## src/rtl/ram_sdp_clr.sv

```systemverilog
// ram_sdp_clr: parametrised simple-dual-port synchronous RAM with a
// registered read port, selectable read-during-write behaviour and a
// hardware clear sequencer that sweeps every word to INIT_VAL after reset
// or on a clr request.
//
// Optional build macro: RAM_SDP_PARITY_EN
//   defined   -> each word carries an extra even-parity bit, inj_par flips
//                it on a write, par_err reports a mismatch on reads.
//   undefined -> plain DATA_W-bit array, inj_par ignored, par_err tied 0.
//
// Port timing: rvalid is a one-cycle strobe with no back-pressure. It is 1
// in the cycle after an accepted read (re=1 in RUN with clr=0) and marks
// that rdata (and par_err) were updated by that edge; otherwise rvalid=0
// and rdata holds its last value. Writes and reads are accepted only while
// busy=0, and a write or read sampled together with clr is dropped.
//
// The controller state is held in 'state' (ST_CLEAR / ST_RUN) alongside
// the sweep counter 'cnt' so both can be probed directly.

module ram_sdp_clr #(
    parameter int                DATA_W   = 4,
    parameter int                ADDR_W   = 2,
    parameter int                RDW_MODE = 0,
    parameter logic [DATA_W-1:0] INIT_VAL = '0
) (
    input  logic              clk,
    input  logic              rst_n,
    input  logic              we,
    input  logic [ADDR_W-1:0] waddr,
    input  logic [DATA_W-1:0] wdata,
    input  logic              re,
    input  logic [ADDR_W-1:0] raddr,
    output logic [DATA_W-1:0] rdata,
    output logic              rvalid,
    input  logic              clr,
    output logic              busy,
    input  logic              inj_par,
    output logic              par_err
);

    localparam int                DEPTH     = 1 << ADDR_W;
    localparam logic [ADDR_W-1:0] LAST_ADDR = ADDR_W'(DEPTH - 1);

    localparam logic [0:0] ST_CLEAR = 1'b0;
    localparam logic [0:0] ST_RUN   = 1'b1;

`ifdef RAM_SDP_PARITY_EN
    localparam int MEM_W = DATA_W + 1;
`else
    localparam int MEM_W = DATA_W;
`endif

    // Controller state
    logic [0:0]        state;
    logic [0:0]        state_nxt;
    logic [ADDR_W-1:0] cnt;
    logic [ADDR_W-1:0] cnt_nxt;
    logic              busy_nxt;

    // Storage array; contents are never reset, the sweep initialises them
    logic [MEM_W-1:0]  mem [DEPTH];

    // Access qualification
    logic              run;
    logic              acc_ok;
    logic              wr_user;
    logic              rd_en;

    // Physical write port
    logic              mem_we;
    logic [ADDR_W-1:0] mem_waddr;
    logic [MEM_W-1:0]  mem_wdata;

    // Encoded words and read-port result
    logic [MEM_W-1:0]  init_word;
    logic [MEM_W-1:0]  user_word;
    logic [MEM_W-1:0]  rd_word;
    logic              same_addr;

    assign run     = (state == ST_RUN);
    // A clr request takes priority over any access sampled in the same cycle
    assign acc_ok  = run && !clr;
    assign wr_user = acc_ok && we;
    assign rd_en   = acc_ok && re;

`ifdef RAM_SDP_PARITY_EN
    // Stored parity bit makes the whole word XOR to 0; inj_par corrupts it
    assign init_word = {^INIT_VAL, INIT_VAL};
    assign user_word = {(^wdata) ^ inj_par, wdata};
`else
    logic unused_inj_par;
    assign init_word      = INIT_VAL;
    assign user_word      = wdata;
    assign unused_inj_par = inj_par;
`endif

    // Write port is owned by the sweep while clearing, by the user in RUN
    assign mem_we    = !run || wr_user;
    assign mem_waddr = run ? waddr : cnt;
    assign mem_wdata = run ? user_word : init_word;

    // Write-first forwards the incoming word on a same-address collision;
    // read-first simply samples the array before the write lands.
    assign same_addr = wr_user && (waddr == raddr);
    assign rd_word   = ((RDW_MODE != 0) && same_addr) ? user_word : mem[raddr];

    // Next-state logic for the clear sequencer
    always_comb begin
        state_nxt = state;
        cnt_nxt   = cnt;
        busy_nxt  = busy;
        case (state)
            ST_CLEAR: begin
                cnt_nxt = cnt + 1'b1;
                if (cnt == LAST_ADDR) begin
                    state_nxt = ST_RUN;
                    cnt_nxt   = '0;
                    busy_nxt  = 1'b0;
                end
            end
            ST_RUN: begin
                if (clr) begin
                    state_nxt = ST_CLEAR;
                    cnt_nxt   = '0;
                    busy_nxt  = 1'b1;
                end
            end
            default: begin
                state_nxt = ST_CLEAR;
                cnt_nxt   = '0;
                busy_nxt  = 1'b1;
            end
        endcase
    end

    // Controller registers; reset restarts the sweep from address 0
    always_ff @(posedge clk or negedge rst_n) begin
        if (!rst_n) begin
            state <= ST_CLEAR;
            cnt   <= '0;
            busy  <= 1'b1;
        end else begin
            state <= state_nxt;
            cnt   <= cnt_nxt;
            busy  <= busy_nxt;
        end
    end

    // Array write port (sweep or user), no reset on storage
    always_ff @(posedge clk) begin
        if (mem_we) begin
            mem[mem_waddr] <= mem_wdata;
        end
    end

    // Registered read port: rdata updates only on an accepted read
    always_ff @(posedge clk or negedge rst_n) begin
        if (!rst_n) begin
            rdata  <= '0;
            rvalid <= 1'b0;
        end else begin
            rvalid <= rd_en;
            if (rd_en) begin
                rdata <= rd_word[DATA_W-1:0];
            end
        end
    end

`ifdef RAM_SDP_PARITY_EN
    logic par_q;

    // Parity check result registered alongside rdata, only with rvalid
    always_ff @(posedge clk or negedge rst_n) begin
        if (!rst_n) begin
            par_q <= 1'b0;
        end else begin
            par_q <= rd_en && (^rd_word);
        end
    end

    assign par_err = par_q;
`else
    assign par_err = 1'b0;
`endif

endmodule

```

## config.mk

```make
export PLATFORM = sky130hd
export DESIGN_NAME = ram_sdp_clr
export DESIGN_NICKNAME = d
export VERILOG_FILES = /design/src/rtl/ram_sdp_clr.sv
export SDC_FILE = /design/constraint.sdc
export NUM_CORES = 1
export LEC_CHECK = 0
export CAP_MARGIN = 20
export CORE_ASPECT_RATIO = 1.4
export CORE_MARGIN = 2
export CORE_UTILIZATION = 49
export DETAILED_ROUTE_END_ITERATION = 8
export GPL_TIMING_DRIVEN = 0
export MAX_ROUTING_LAYER = met4
export PLACE_DENSITY = 0.76
export REMOVE_ABC_BUFFERS = 1
export SETUP_SLACK_MARGIN = 0.1
export SYNTH_ARGS = -nofsm -noshare
export SYNTH_HDL_FRONTEND = slang
export SYNTH_SLANG_ARGS = --single-unit
```

## constraint.sdc

```tcl
create_clock -name clk -period 2.43 [get_ports clk]
set_clock_uncertainty 0.2 [all_clocks]
set_input_delay 0.6075 -clock clk [delete_from_list [all_inputs] [get_ports clk]]
set_output_delay 0.6075 -clock clk [all_outputs]
set_load 0.03 [all_outputs]
```

==> summary.log, run 1 <==
[status] status completed
[routing] Max Used Layer met4
[critical_path] number of cells on the worst reg-to-reg path 2
[routing] Starting DRT DRC Count 3
[layout] count of inserted antenna diode cells 0
[critical_path] buffer and inverter count on the worst path 1
[critical_path] startpoint of the most critical register-to-register path run$_DFF_PN0_
[layout] commonest cells after routing, fill and taps aside sky130_fd_sc_hd__clkdlybuf4s50_1, sky130_fd_sc_hd__edfxtp_1, sky130_fd_sc_hd__dfrtp_1
[synthesis] number of storage elements in the synthesis netlist 25
[critical_path] end of the critical path mem[1][0]$_DFFE_PP_
[critical_path] crit end category register
[place] dpl cells 99
[timing] unrepaired setup endpoints after global routing false
[place] PortBufs 18
[grt] via count of the first global-routing pass 597
[routing] DRC errors left 0
[power] Power Total 1480 uW
[grt] initial antenna violation count 0
[grt] global-route wire length before repair 2620 microns
[floorplan] Core Area 2000 sq um
[clocking] H-Tree Level Count 1
[power] maximum ir drop on the vdd rail 0.755 mV
[clocking] TritonCTS clock tree yes
[synthesis] number of distinct library cell variants in the gate-level netlist after synthesis 26
[routing] Routed Wire Length 1600 microns
[layout] nets 98
[critical_path] instance count on the critical path 3
[layout] number of fillers in the final layout 169
[layout] final std cells w/o fill 103
[critical_path] worst reg2reg setup slack 330 ps
[floorplan] Initial Util 0.530
[critical_path] longest individual stage delay on the worst path 550 ps
[routing] met2 wire length 957 microns
[timing] peak clock frequency supported by timing 453 MHz
[routing] met3 WL 66 microns
[grt] global routing usage summed across all routing layers 0.156
[critical_path] startpoint type of the worst setup path input port
[floorplan] die outline width 43.3 microns
[routing] Post-Route M1 WL 523 microns
[routing] number of nets still failing antenna checks after routing 0
[timing] Setup violations, final 0
[routing] via count 566
[synthesis] sequential-to-total area share from yosys stat 0.668
[clocking] Clock transition at path regs 130 ps
[clocking] Max Buffers Root-to-Sink 2
[timing] post-route clock period utilization 0.909
[job] number of max-cap violations 0
[place] gp weighted congestion 0.747
[timing] Final Hold Fails 0
[power] leakage 0.000485 uW
[min_path] worst hold path startpoint busy$_DFFE_PN1P_
[routing] post-DR wirelength/cell 15.6 microns
[synthesis] top flip-flop cell by instance count after synthesis sky130_fd_sc_hd__edfxtp_1
[critical_path] kind of critical path in -> reg
[power] power density over the cells 1150 nW/um^2
[layout] share of final-layout standard cells stronger than drive strength 1 0.207
[synthesis] mean post-synth cell area 16.5 sq um
[grt] largest net degree at the start of global routing 19
[synthesis] leading cell types by total area after synthesis sky130_fd_sc_hd__edfxtp_1, sky130_fd_sc_hd__dfrtp_1, sky130_fd_sc_hd__mux4_2
[critical_path] Arrival @ worst endpoint 2010 ps
[critical_path] family with the most delay on the worst path simple AND/OR/NAND/NOR gates
[min_path] class of the tightest hold or removal check reg -> reg
[place] total placed instance area 1240 sq um
[timing] transition at the pin with the smallest max-transition slack 575 ps
[floorplan] number of placement rows 19
[clocking] clock root buffer sky130_fd_sc_hd__clkbuf_4
[timing] max-slew violation count 0
[critical_path] first element of the critical path clr
[synthesis] count of yosys warnings during synthesis 0
[critical_path] cells traversed along the worst timing path clkdlybuf4s50_1 > or3b_2 > a211oi_4
[synthesis] cell accounting for the most synthesized area sky130_fd_sc_hd__edfxtp_1
[timing] Period minus WS final 2210 ps
[clocking] clock latency of the later-clocked register in the worst-skew pair 320 ps
[floorplan] Die Y 59.0 microns
[clocking] number of CTS-inserted buffers 3
[synthesis] Post-Synthesis Cells 64
[clocking] quantity of hold-fixing buffers added after cts 0
[routing] Initial DRT Pass Iterations 4
[clocking] number of clock sinks 25
[critical_path] endpoint of the lowest-slack register-to-register path mem[2][0]$_DFFE_PP_
[synthesis] share of async-settable or async-resettable flops after synthesis 0.360
[floorplan] total I/O pin count 21
[grt] remaining global-route overflow 0
[critical_path] Critical Path Slowest Stage Cell sky130_fd_sc_hd__or3b_2
[critical_path] maximum net fanout on the critical path 7
[synthesis] synthesized cell area 1060 sq um
[critical_path] required time reported for the critical path endpoint 2240 ps
[timing] Slew headroom 0.617
[layout] Post-Layout Inst Area 1290 sq um
[synthesis] post-synth top area share 0.454
[floorplan] Die ar. 2550 sq um
[synthesis] number of flops mapped to enable cells by yosys 16
[layout] relative area change from synthesis to final layout 22.3%
[routing] ratio of routed vias to standard cells 5.50
[layout] most common cell after layout, fill and taps aside sky130_fd_sc_hd__clkdlybuf4s50_1
[through the flow]
step / TNS [ps] / hold slack [ps] / util / setup WS [ps]
final: 0 / 293 / 0.648 / 221
after global routing: 0 / 344 / 0.648 / 132
after CTS: -360 / 302 / 0.636 / -60.3
after detailed placement: -3170 / 285 / 0.623 / -405
after global placement: -3080 / 265 / 0.623 / -388
after floorplan: 0 / 112 / - / 326
[worst reg2reg max path, cell delays in order, from the launching register on]
cell	delay, ps
sky130_fd_sc_hd__dfrtp_1	730
sky130_fd_sc_hd__mux2_2	440
sky130_fd_sc_hd__a21oi_1	390
[how the worst min path moves through the flow]
| stage | cells after the start | endpoint | slack [ps] |
|---|---|---|---|
| after global placement | 2 | busy$_DFFE_PN1P_ | 260 |
| after detailed placement | 2 | busy$_DFFE_PN1P_ | 280 |
| after global routing | 2 | busy$_DFFE_PN1P_ | 340 |
| after floorplan | 0 | cnt[0]$_DFFE_PN0P_ | 110 |
| after CTS | 2 | busy$_DFFE_PN1P_ | 300 |
| final | 2 | busy$_DFFE_PN1P_ | 290 |
[report_power, final]
| part | switching [uW] | internal [uW] | total, uW |
|---|---|---|---|
| Combinational | 272 | 263 | 534 |
| Sequential | 99.1 | 672 | 771 |
| Clock | 117 | 61.7 | 179 |
| Total | 488 | 996 | 1480 |
[cells in the mapped netlist, drive strengths merged, types with 2 or more instances]
cell	instances
mux2	5
a211oi	2
and2	4
dfrtp	8
mux2i	2
edfxtp	16
o21ai	3
buf	2
inv	3
a21oi	2
mux4	4
clkbuf	2
[cells by family after synthesis]
kind of cell	synth area share
compound gates	0.0437
fa+ha+maj	0.0118
buf+inv	0.0307
flops	0.668
mux	0.171
other cells	0.00354
simple gates	0.0709
[what timing repair did]
action	CTS	global route
gates resized for setup	1	4
setup endpoints to repair	9	8
buffers inserted	0	0
[layer usage]
layer | track usage | up-vias
met4 | 0.117 | 0
li1 | - | 272
met5 | - | -
met1 | 0.138 | 271
met3 | 0.0213 | 5
met2 | 0.288 | 18
[sequential cells by signal, summed over array words and instances, names as in the netlist]
signal	cells
busy	1
cnt	2
mem	16
rdata	4
run	1
rvalid	1
[final cells by class]
cell class                 instances  area, sq um  area share
clock buffer                       3         22.5      0.0174
timing repair buffer              18          179       0.138
clock inverter                     1         5.00     0.00386
tap                               21         26.3      0.0203
sequential                        25          707       0.546
inverter                           3         11.3     0.00870
multi-input combinational         32          344       0.266
Note: power is estimated with default switching activity, not from simulation.
==> run 2: changes to the inputs <==
Settings changed: CORE_ASPECT_RATIO 1.4 to unset.
==> summary.log, run 2 (synthesis results as in run 1) <==
[status] status completed
[floorplan] Core Area 2000 sq um [+0.25%]
[clocking] Max Buffers Root-to-Sink 2 [unchanged]
[clocking] clock latency of the later-clocked register in the worst-skew pair 300 ps [-20 ps]
[timing] max-slew violation count 0 [unchanged]
[clocking] H-Tree Level Count 1 [unchanged]
[power] proportion of power drawn by combinational gates 0.349 [-0.011]
[power] fraction of power spent switching nets 0.325 [-0.00346]
[clocking] quantity of hold-fixing buffers added after cts 0 [unchanged]
[timing] peak clock frequency supported by timing 433 MHz [-4.3%]
[routing] ratio of routed vias to standard cells 5.14 [-6.5%]
[place] total placed instance area 1250 sq um [+0.60%]
[power] fraction of power consumed by the clock network 0.119 [-0.002]
[critical_path] maximum net fanout on the critical path 7 [unchanged]
[layout] number of fillers in the final layout 146 [-14%]
[layout] commonest cells after routing, fill and taps aside sky130_fd_sc_hd__clkdlybuf4s50_1, sky130_fd_sc_hd__edfxtp_1, sky130_fd_sc_hd__dfrtp_1
[floorplan] Die ar. 2550 sq um [-0.20%]
[routing] Starting DRT DRC Count 13 [+10]
[job] number of max-cap violations 0 [unchanged]
[grt] largest net degree at the start of global routing 19 [unchanged]
[clocking] TritonCTS clock tree yes
[clocking] clock root buffer sky130_fd_sc_hd__clkbuf_4
[routing] number of nets still failing antenna checks after routing 0 [unchanged]
[timing] post-route clock period utilization 0.950 [+0.0412]
[layout] register name with the most flops mem
[critical_path] Arrival @ worst endpoint 2080 ps [+70 ps]
[grt] global-route wire length before repair 2660 microns [+1.6%]
[grt] remaining global-route overflow 0 [unchanged]
[routing] Routed Wire Length 1590 microns [-1.2%]
[critical_path] startpoint type of the worst setup path input port
[critical_path] kind of critical path in -> reg
[floorplan] Die Y 50.5 microns [-14%]
[grt] via count of the first global-routing pass 545 [-8.7%]
[power] Sw Pwr 476 uW [-2.5%]
[power] leakage 0.000481 uW [-0.92%]
[routing] DRC errors left 0 [unchanged]
[clocking] Clock transition at path regs 120 ps [about the same]
[place] gp weighted congestion 0.745 [-0.29%]
[power] maximum ir drop on the vdd rail 0.580 mV [-23%]
[layout] relative area change from synthesis to final layout 21.5%
[layout] final core utilization 0.643 [-0.00600]
[timing] transition at the pin with the smallest max-transition slack 546 ps [-29.2 ps]
[critical_path] Critical Path Slowest Stage Cell sky130_fd_sc_hd__or3b_2
[critical_path] crit end category register
[min_path] class of the tightest hold or removal check reg -> reg
[routing] Initial DRT Pass Iterations 3 [-1]
[layout] nets 98 [unchanged]
[layout] most common cell after layout, fill and taps aside sky130_fd_sc_hd__clkdlybuf4s50_1
[routing] post-DR wirelength/cell 14.5 microns [-6.6%]
[timing] Period minus WS final 2310 ps [+100 ps]
[power] proportion of power drawn by flip-flops and latches 0.531 [+0.012]
[floorplan] number of placement rows 16 [-3]
[power] power density over the cells 1140 nW/um^2 [-0.83%]
[timing] Slew headroom 0.636 [+0.0195]
[layout] share of final-layout standard cells stronger than drive strength 1 0.195 [-0.0122]
[critical_path] required time reported for the critical path endpoint 2200 ps [-40 ps]
[layout] count of inserted antenna diode cells 0 [unchanged]
[floorplan] Initial Util 0.529 [-0.00133]
[critical_path] cells traversed along the worst timing path clkdlybuf4s50_1 > or3b_2 > a211oi_2
[critical_path] longest individual stage delay on the worst path 530 ps [-20 ps]
[layout] biggest registers after layout mem (16), rdata (4), cnt (2)
[place] PortBufs 18 [unchanged]
[timing] Setup violations, final 0 [unchanged]
[floorplan] total I/O pin count 21 [unchanged]
[place] half-perimeter wire length after placement 1240 microns
[routing] via count 560 [-1.1%]
[power] internal power 986 uW [-0.99%]
[layout] Post-Layout Inst Area 1290 sq um [-0.68%]
[floorplan] die outline width 50.5 microns [+17%]
[grt] global routing usage summed across all routing layers 0.153 [-0.00306]
[timing] unrepaired setup endpoints after global routing true
[clocking] number of CTS-inserted buffers 3 [unchanged]
[grt] initial antenna violation count 0 [unchanged]
[clocking] number of clock sinks 25 [unchanged]
[timing] Final Hold Fails 0 [unchanged]
[layout] flip-flop count of the largest register, all copies and words added 16 [unchanged]
[run 2: power by group through the flow]
stage,clock [uW],sequential [uW],combinational (uW)
5_1_grt,195,807,562
4_1_cts,177,778,519
3_5_place_dp,0,788,510
2_1_floorplan,0,840,259
6_report,174,777,511
3_3_place_gp,0,769,486
[run 2: through the flow]
| step | setup WS, ps | cells | TNS [ps] | hold slack [ps] | power (uW) |
|---|---|---|---|---|---|
| 4_1_cts | 104 | 109 | 0 | 293 | 1470 |
| 3_3_place_gp | -369 | 105 | -2920 | 261 | 1260 |
| 3_5_place_dp | -430 | 105 | -3260 | 274 | 1300 |
| 5_1_grt | 29.0 | 109 | 0 | 347 | 1560 |
| 6_report | 121 | 109 | 0 | 289 | 1460 |
| 2_1_floorplan | 326 | 60 | 0 | 112 | 1100 |
[run 2: what timing repair did]
action,in CTS,in global routing
setup buffers,0,0
hold endpoints to repair,0,0
gates cloned,0,0
resized for setup,3,0
endpoints found under the setup margin,9,8
[run 2: worst paths after layout]
kind | start | endpoint | slack, ps | cells after the start
worst max-delay path | clr | mem[0][2]$_DFFE_PP_ | 120 | 3
worst min-delay path | busy$_DFFE_PN1P_ | busy$_DFFE_PN1P_ | 290 | 2
worst max register to register | run$_DFF_PN0_ | mem[0][2]$_DFFE_PP_ | 430 | 2
worst min register to register | busy$_DFFE_PN1P_ | busy$_DFFE_PN1P_ | 290 | 2
max in group asynchronous | rst_n | busy$_DFFE_PN1P_ | 1340 | 1
min in group asynchronous | rst_n | rdata[0]$_DFFE_PN0P_ | 370 | 1
[run 2: cell type report]
cell class | count | area (sq um) | area share
Timing Repair Buffer | 18 | 179 | 0.139
Sequential cell | 25 | 707 | 0.550
Multi-Input combinational cell | 32 | 329 | 0.256
Clock buffer | 4 | 26.3 | 0.0204
Inverter | 3 | 11.3 | 0.00875
Tap cell | 27 | 33.8 | 0.0263
[run 2: worst max-delay path, delay by kind of cell]
kind	cells	cell delay (ps)
simple gates	1	530
buf+inv	1	510
compound gates	1	430
[run 2: layer usage]
metal,up-vias,share of wire,GRT usage,wire (microns)
met1,267,0.43,0.190,680
met2,18,0.51,0.250,809
met5,-,0,-,0
met4,0,0.012,0.0541,19
met3,2,0.047,0.0327,75
li1,273,-,-,-
==> run 3: changes to the inputs <==
==> constraint.sdc (replaced) <==
create_clock -name clk -period 2.43 [get_ports clk]
set_clock_uncertainty 0.2 [all_clocks]
set_input_delay 0.486 -clock clk [delete_from_list [all_inputs] [get_ports clk]]
set_output_delay 0.486 -clock clk [all_outputs]
set_load 0.03 [all_outputs]
==> summary.log, run 3 (synthesis results as in run 1) <==
[routing] ratio of routed vias to standard cells 5.14 [unchanged]
[timing] unrepaired setup endpoints after global routing false
[floorplan] Initial Util 0.529 [unchanged]
[critical_path] longest individual stage delay on the worst path 670 ps [+140 ps]
[critical_path] Critical Path Slowest Stage Cell sky130_fd_sc_hd__clkdlybuf4s50_1
[job] number of max-cap violations 0 [unchanged]
[clocking] number of CTS-inserted buffers 3 [unchanged]
[routing] via count 560 [unchanged]
[timing] Period minus WS final 2220 ps [-90.3 ps]
[power] leakage 0.000480 uW [-0.10%]
[floorplan] total I/O pin count 21 [unchanged]
[layout] share of final-layout standard cells stronger than drive strength 1 0.195 [unchanged]
[layout] commonest cells after routing, fill and taps aside sky130_fd_sc_hd__clkdlybuf4s50_1, sky130_fd_sc_hd__edfxtp_1, sky130_fd_sc_hd__dfrtp_1
[place] pre-CTS setup slack -309 ps [+122 ps]
[routing] post-DR wirelength/cell 14.5 microns [unchanged]
[clocking] setup repair bufs after CTS 0 [unchanged]
[routing] Initial DRT Pass Iterations 3 [unchanged]
[layout] final core utilization 0.643 [about the same]
[clocking] H-Tree Level Count 1 [unchanged]
[timing] transition at the pin with the smallest max-transition slack 546 ps [unchanged]
[clocking] clock latency of the later-clocked register in the worst-skew pair 300 ps [about the same]
[critical_path] Arrival @ worst endpoint 1530 ps [-550 ps]
[power] Power Total 1470 uW [+0.43%]
[clocking] quantity of gates resized following cts 2 [-1]
[clocking] quantity of hold-fixing buffers added after cts 0 [unchanged]
[layout] biggest registers after layout mem (16), rdata (4), cnt (2)
[critical_path] buffer and inverter count on the worst path 1 [unchanged]
[routing] Routed Wire Length 1590 microns [unchanged]
[layout] nets 98 [unchanged]
[clocking] clock root buffer sky130_fd_sc_hd__clkbuf_4
[place] total placed instance area 1250 sq um [unchanged]
[floorplan] Die Y 50.5 microns [unchanged]
[grt] global routing usage summed across all routing layers 0.153 [unchanged]
[critical_path] required time reported for the critical path endpoint 1740 ps [-460 ps]
[critical_path] cells traversed along the worst timing path clkdlybuf4s50_1
[grt] initial antenna violation count 0 [unchanged]
[clocking] number of clock sinks 25 [unchanged]
[clocking] TritonCTS clock tree yes
[layout] flip-flop count of the largest register, all copies and words added 16 [unchanged]
[timing] post-route clock period utilization 0.913 [-0.0372]
[critical_path] worst reg2reg setup slack 430 ps [about the same]
[layout] most common cell after layout, fill and taps aside sky130_fd_sc_hd__clkdlybuf4s50_1
[critical_path] number of cells on the worst reg-to-reg path 2 [unchanged]
[timing] max-slew violation count 0 [unchanged]
[timing] Slew headroom 0.636 [unchanged]
[clocking] Max Buffers Root-to-Sink 2 [unchanged]
[routing] Starting DRT DRC Count 13 [unchanged]
[critical_path] crit end category output pin
[grt] via count of the first global-routing pass 545 [unchanged]
[timing] final worst slack 211 ps [+90.3 ps]
[grt] largest net degree at the start of global routing 19 [unchanged]
[timing] Setup violations, final 0 [unchanged]
[grt] remaining global-route overflow 0 [unchanged]
[routing] DRC errors left 0 [unchanged]
[min_path] class of the tightest hold or removal check in -> async
[layout] register name with the most flops mem
[critical_path] kind of critical path reg -> out
[clocking] Clock transition at path regs 130 ps [about the same]
[layout] relative area change from synthesis to final layout 21.6% [about the same]
[floorplan] number of placement rows 16 [unchanged]
[layout] count of inserted antenna diode cells 0 [unchanged]
[timing] worst hold slack across all endpoints 251 ps [-38.1 ps]
[timing] Final Hold Fails 0 [unchanged]
[power] power density over the cells 1140 nW/um^2 [+0.33%]
[status] status completed
[place] PortBufs 18 [unchanged]
[critical_path] startpoint type of the worst setup path register
[grt] global-route wire length before repair 2660 microns [unchanged]
[routing] number of nets still failing antenna checks after routing 0 [unchanged]
[critical_path] maximum net fanout on the critical path 3 [-4]
[floorplan] Die ar. 2550 sq um [unchanged]
[floorplan] die outline width 50.5 microns [unchanged]
[place] gp weighted congestion 0.745 [unchanged]
[timing] peak clock frequency supported by timing 451 MHz [+4.1%]
[critical_path] family with the most delay on the worst path buffers and inverters
[layout] Post-Layout Inst Area 1290 sq um [about the same]
[critical_path] endpoint of the lowest-slack register-to-register path mem[0][2]$_DFFE_PP_
[place] half-perimeter wire length after placement 1240 microns [unchanged]
[power] maximum ir drop on the vdd rail 0.580 mV [about the same]
[floorplan] Core Area 2000 sq um [unchanged]
[critical_path] startpoint of the most critical register-to-register path run$_DFF_PN0_
-- run 3: how the worst max path moves through the flow --
stage                     startpoint                  end  slack [ps]  cells past startpoint
detailed placement               clr  mem[0][3]$_DFFE_PP_        -310                      3
finish              busy$_DFFE_PN1P_                 busy         210                      1
global route        busy$_DFFE_PN1P_                 busy         130                      1
floorplan                   waddr[1]  mem[0][0]$_DFFE_PP_         450                      2
global placement                 clr  mem[0][0]$_DFFE_PP_        -250                      3
CTS                 busy$_DFFE_PN1P_                 busy         190                      1
-- run 3: power by group --
part / switching, uW / total, uW / internal (uW) / leakage [uW]
clock network: 110 / 174 / 63.8 / 0.0000150
registers: 104 / 777 / 673 / 0.000264
logic: 261 / 517 / 255 / 0.000201
-- run 3: per-stage QoR --
stage          cells  TNS, ps
2_1_floorplan     60        0
3_3_place_gp     105    -1950
3_5_place_dp     105    -2280
4_1_cts          109        0
5_1_grt          109        0
6_report         109        0
-- run 3: routing by layer --
layer  vias up  track usage  part of all wire
li1        273            -                 -
met5         -            -                 0
met3         2       0.0327             0.047
met1       267        0.190              0.43
met2        18        0.250              0.51
met4         0       0.0541             0.012
-- run 3: layout make-up --
type                       count  area, sq um
timing repair buffer          18          180
clock buffer                   4         26.3
tap                           27         33.8
sequential                    25          707
fill                         145          714
inverter                       3         11.3
multi-input combinational     32          329
